`src/rtl/mem_access_unit.sv`:
```
// MEM-stage data-memory access controller: drives a req/gnt/rvalid data bus,
// formats sub-word loads/stores, stalls the pipeline and flags misalignment/timeouts.
module mem_access_unit #(
    parameter int TIMEOUT_CYCLES = 255
) (
    input  logic        clk,
    input  logic        rst,
    input  logic        mem_valid,
    input  logic        mem_rd,
    input  logic        mem_ram_we,
    input  logic [2:0]  mem_rw_op,
    input  logic [31:0] mem_ALU_C,
    input  logic [31:0] mem_rD2,
    output logic        dbus_req,
    output logic        dbus_we,
    output logic [31:0] dbus_addr,
    output logic [3:0]  dbus_be,
    output logic [31:0] dbus_wdata,
    input  logic        dbus_gnt,
    input  logic        dbus_rvalid,
    input  logic [31:0] dbus_rdata,
    output logic        stall,
    output logic [31:0] ld_data,
    output logic        ld_valid,
    output logic        misalign,
    output logic        bus_err
);
    localparam int CW = $clog2(TIMEOUT_CYCLES + 1);

    typedef enum logic [1:0] {IDLE, REQ, WAIT_RSP, DONE} state_t;

    state_t        state, state_nxt;
    logic [CW-1:0] cnt, cnt_nxt, cnt_inc;
    logic          to_hit;
    logic [31:0]   addr_q, wdata_q;
    logic [2:0]    op_q;
    logic          we_q;
    logic          pending, mis, cap;
    logic          ld_valid_nxt, misalign_nxt, bus_err_nxt, ld_upd, ld_clr;
    logic [3:0]    be_fmt;
    logic [31:0]   wd_fmt, ld_fmt, ld_shift;

    // funct3[1:0]: 00 byte, 01 half, 1x word (covers the unused codes too)
    function automatic logic is_byte(input logic [2:0] op);
        return op[1:0] == 2'b00;
    endfunction

    function automatic logic is_half(input logic [2:0] op);
        return op[1:0] == 2'b01;
    endfunction

    assign pending = mem_valid & (mem_rd | mem_ram_we);
    assign stall   = pending & (state != DONE);
    assign mis     = is_byte(mem_rw_op) ? 1'b0 :
                     is_half(mem_rw_op) ? mem_ALU_C[0] : |mem_ALU_C[1:0];

    assign cnt_inc = cnt + CW'(1);
    assign to_hit  = (cnt_inc == CW'(TIMEOUT_CYCLES));

    always_comb begin
        be_fmt = 4'b1111;
        wd_fmt = wdata_q;
        if (is_byte(op_q)) begin
            be_fmt = 4'b0001 << addr_q[1:0];
            wd_fmt = {4{wdata_q[7:0]}};
        end else if (is_half(op_q)) begin
            be_fmt = addr_q[1] ? 4'b1100 : 4'b0011;
            wd_fmt = {2{wdata_q[15:0]}};
        end
    end

    always_comb begin
        ld_shift = dbus_rdata >> {addr_q[1:0], 3'b000};
        ld_fmt   = ld_shift;
        if (is_byte(op_q))
            ld_fmt = op_q[2] ? {24'b0, ld_shift[7:0]} : {{24{ld_shift[7]}}, ld_shift[7:0]};
        else if (is_half(op_q))
            ld_fmt = op_q[2] ? {16'b0, ld_shift[15:0]} : {{16{ld_shift[15]}}, ld_shift[15:0]};
    end

    // Bus is only driven while requesting, so reset or any other state forces it to 0
    assign dbus_req   = (state == REQ);
    assign dbus_we    = dbus_req & we_q;
    assign dbus_addr  = dbus_req ? {addr_q[31:2], 2'b00} : 32'b0;
    assign dbus_be    = dbus_req ? be_fmt : 4'b0;
    assign dbus_wdata = dbus_req ? wd_fmt : 32'b0;

    always_comb begin
        state_nxt    = state;
        cnt_nxt      = cnt;
        cap          = 1'b0;
        ld_valid_nxt = 1'b0;
        misalign_nxt = 1'b0;
        bus_err_nxt  = 1'b0;
        ld_upd       = 1'b0;
        ld_clr       = 1'b0;
        case (state)
            IDLE: begin
                if (pending) begin
                    cap = 1'b1;
                    if (mis) begin
                        state_nxt    = DONE;
                        misalign_nxt = 1'b1;
                    end else begin
                        state_nxt = REQ;
                        cnt_nxt   = '0;
                    end
                end
            end
            REQ: begin
                if (dbus_gnt) begin
                    state_nxt = we_q ? DONE : WAIT_RSP;
                    cnt_nxt   = '0;
                end else if (to_hit) begin
                    state_nxt   = DONE;
                    bus_err_nxt = 1'b1;
                end else begin
                    cnt_nxt = cnt_inc;
                end
            end
            WAIT_RSP: begin
                if (dbus_rvalid) begin
                    state_nxt    = DONE;
                    ld_upd       = 1'b1;
                    ld_valid_nxt = 1'b1;
                end else if (to_hit) begin
                    state_nxt   = DONE;
                    bus_err_nxt = 1'b1;
                    ld_clr      = 1'b1;
                end else begin
                    cnt_nxt = cnt_inc;
                end
            end
            DONE:    state_nxt = IDLE;
            default: state_nxt = IDLE;
        endcase
    end

    always_ff @(posedge clk) begin
        if (rst) begin
            state    <= IDLE;
            cnt      <= '0;
            addr_q   <= '0;
            wdata_q  <= '0;
            op_q     <= '0;
            we_q     <= 1'b0;
            ld_data  <= '0;
            ld_valid <= 1'b0;
            misalign <= 1'b0;
            bus_err  <= 1'b0;
        end else begin
            state    <= state_nxt;
            cnt      <= cnt_nxt;
            ld_valid <= ld_valid_nxt;
            misalign <= misalign_nxt;
            bus_err  <= bus_err_nxt;
            if (cap) begin
                addr_q  <= mem_ALU_C;
                wdata_q <= mem_rD2;
                op_q    <= mem_rw_op;
                we_q    <= mem_ram_we;
            end
            if (ld_upd)
                ld_data <= ld_fmt;
            else if (ld_clr)
                ld_data <= '0;
        end
    end
endmodule

```
`config.mk`:
```
export PLATFORM = sky130hd
export DESIGN_NAME = mem_access_unit
export DESIGN_NICKNAME = d
export VERILOG_FILES = /design/src/rtl/mem_access_unit.sv
export SDC_FILE = /design/constraint.sdc
export NUM_CORES = 1
export LEC_CHECK = 0
export BUFFER_PORTS_ARGS = -buffer_cell sky130_fd_sc_hd__buf_4
export CORE_MARGIN = 1.5
export CORE_UTILIZATION = 24
export DETAILED_ROUTE_END_ITERATION = 6
export PLACE_DENSITY = 0.48
export SYNTH_ARGS = -nofsm -noshare
export SYNTH_HDL_FRONTEND = slang
export SYNTH_SLANG_ARGS = --single-unit
```
`constraint.sdc`:
```
create_clock -name clk -period 3.7 [get_ports clk]
set_input_delay 0.74 -clock clk [delete_from_list [all_inputs] [get_ports clk]]
set_output_delay 0.74 -clock clk [all_outputs]
set_load 0.01 [all_outputs]
```
==> metrics <==
Worst EP arrival 2.02 ns; Core Util, Final 0.358; syn_area_per_cell 7.57 sq um; CTS sink count 113; worst hold path type reg -> reg; final cycle utilization of the critical path 0.746; Clk network pwr share 0.391; synth warn 0; RePlAce Congestion 0.775; Reg clk slew, reported paths 0.05 ns; pin count of the biggest net entering global routing 82; I/O Pins 212; Gate Count Post-Synth 740; Starting Density 0.246; Vias/cell 4.55; Die X 156 um; Max Transition Viols Final 0; Rows 55; Cell Pwr Density 581 nW/um^2; Yosys top cell area share 0.404; die area 24300 sq um; RSZ-0062 raised after global routing no; area of the multi-input gates 3090 sq um; Synth Register Bits 113; Internal 3.18 mW; Max Cap Viol 0; switch share 0.329; CTS Hold Bufs 0; most common cell in the netlist nand2_1; EDFF count, synth 0; CP endpoint kind output pin; fin crit period 2.76 ns; cell taking the most area after synthesis dfxtp_1; Syn Std Cell Area 5600 sq um; outcome finished clean; # diodes 0; Hold Violations, Final 0; worst setup path category reg -> out; Worst Hold Depth 2; TritonCTS clock tree done; root buf cell clkbuf_16; Routed Antenna Nets 0; Die Span Y 156 um; dpl hpwl 14.6 mm; Top FF cell, synth dfxtp_1; hold slack 0.450 ns; worst slack, placed 1.13 ns; cells on worst reg2reg path 7; Distinct cells, synth 53; deepest clock path buffer count 2; post-CTS sizing 0; First-pass DRT Iterations 4; Comb power frac 0.282; number of setup buffers added after CTS 0; Area Overhead vs Synth 45.4%; Total Nets Final 1045; Critical Path Start Type flop; sequential cell area 2260 sq um; Clock Skew 0.0113 ns; vias post-DR 5727; Routed Wire Length 20.2 mm; GRT Overall Usage 0.169; total power 4.73 mW; asr flop ratio synth 0; Inserted Clock Buffers 17; Fillers 2445; Max VDD drop 0.000332 V; Synth area leaders dfxtp_1 40%, nand2_1 14%, a21oi_1 8.7%; critical-path maximum fanout 13; fmax 362 MHz; WP data required 2.96 ns; routed len/inst 16.0 um; Skew-Pair Late Insertion Delay 0.42 ns; Post-synth top cells 206 x nand2_1, 113 x dfxtp_1, 97 x a21oi_1; I/O Buffers 209; leakage power 3.37 nW; drc violations 0; setup TNS 0 ns; total gr overflow 0; count of final setup violators 0; number of global-route vias before repair 5568; final setup margin 0.939 ns; register area share after synthesis 0.404; sw power 1.56 mW; sequential power share 0.327; CORE AREA 22800 sq um; max_slew headroom 0.348; initial antenna violation count 0; H-tree Lvls 4; first-pass GRT wire length 31.9 mm; Worst Max-Slew Pin Slew 0.977 ns; violation count after the first detailed-route iteration 250; share of layout cells above drive strength 1 0.287
power groups by stage:
stage	clock, mW	sequential (mW)	combinational [mW]
floorplan	0	1.54	0.791
global placement	0	1.57	1.36
detailed placement	0	1.57	1.35
CTS	1.90	1.55	1.36
global route	1.96	1.57	1.50
finish	1.85	1.55	1.34
sequential cells by signal, indices dropped and copies added (netlist names):
signal	count
addr_q	32
ld_data	32
wdata_q	32
cnt	8
op_q	3
state	2
bus_err	1
ld_valid	1
misalign	1
we_q	1
critical path: stages, from the launching register on:
cell and delay (ns):
dfxtp_1 0.70, inv_1 0.17, nand2_1 0.32, nand2_1 0.09, a21oi_1 0.17, buf_4 0.15
metrics by stage:
stage	instance area (sq um)	instances
final	8140	1258
after global routing	8140	1258
after CTS	8140	1258
after detailed placement	7480	1226
after global placement	7480	1226
after floorplan	5610	741
final timing paths:
check                   from              to  slack, ns
setup / recovery     op_q[0]  dbus_wdata[15]       0.94
setup reg to reg    state[0]     ld_data[27]       1.22
hold reg to reg   addr_q[17]      addr_q[17]       0.45
hold / removal    addr_q[17]      addr_q[17]       0.45
logic make-up (layout without fill, tap and decap cells):
group                      Yosys count  count (layout)  share of synthesized area
AOI/OAI and AO/OA                  184             184                      0.204
other                                1               2                   0.000669
and+or+nand+nor                    334             334                      0.262
muxes                               35              35                     0.0628
buffers and inverters               64             268                     0.0482
xor gates and xnor gates             2               2                    0.00313
adders and majority gates            7               7                     0.0156
DFF                                113             113                      0.404
cell type report:
| cell class | instances | area share |
|---|---|---|
| clock inverter | 13 | 0.0253 |
| inverter | 11 | 0.00507 |
| sequential | 113 | 0.278 |
| clock buffer | 19 | 0.0556 |
| multi-input combinational | 564 | 0.379 |
| tap | 313 | 0.0481 |
| timing repair buffer | 225 | 0.209 |
per-layer routing:
metal,GRT usage,share of wire
met1,0.220,0.46
met2,0.260,0.45
met3,0.0606,0.073
met4,0.0531,0.018
met5,0,0
placed cells by master, fill, tap and decap left out, types with 3 or more instances in the layout:
cell type  Yosys  routed
nor2_1        49      48
o211ai_1       8       8
buf_4          2     224
and2_1        41      41
a32oi_1        7       7
a211o_1        9       9
nor2b_1       12      12
o21ai_0       22      22
o22ai_1        8       8
clkinv_2       0       3
inv_1         10      10
mux2i_1       34      34
clkbuf_16      0      17
a21oi_1       97      96
ha_1           7       7
nand2_1      206     205
nor3_1         3       3
nand3_1        7       7
bufinv_16      0       5
o221ai_1       8       8
dfxtp_1      113     113
a211oi_1       8       8
No activity file was read; power rests on OpenSTA's default activity.
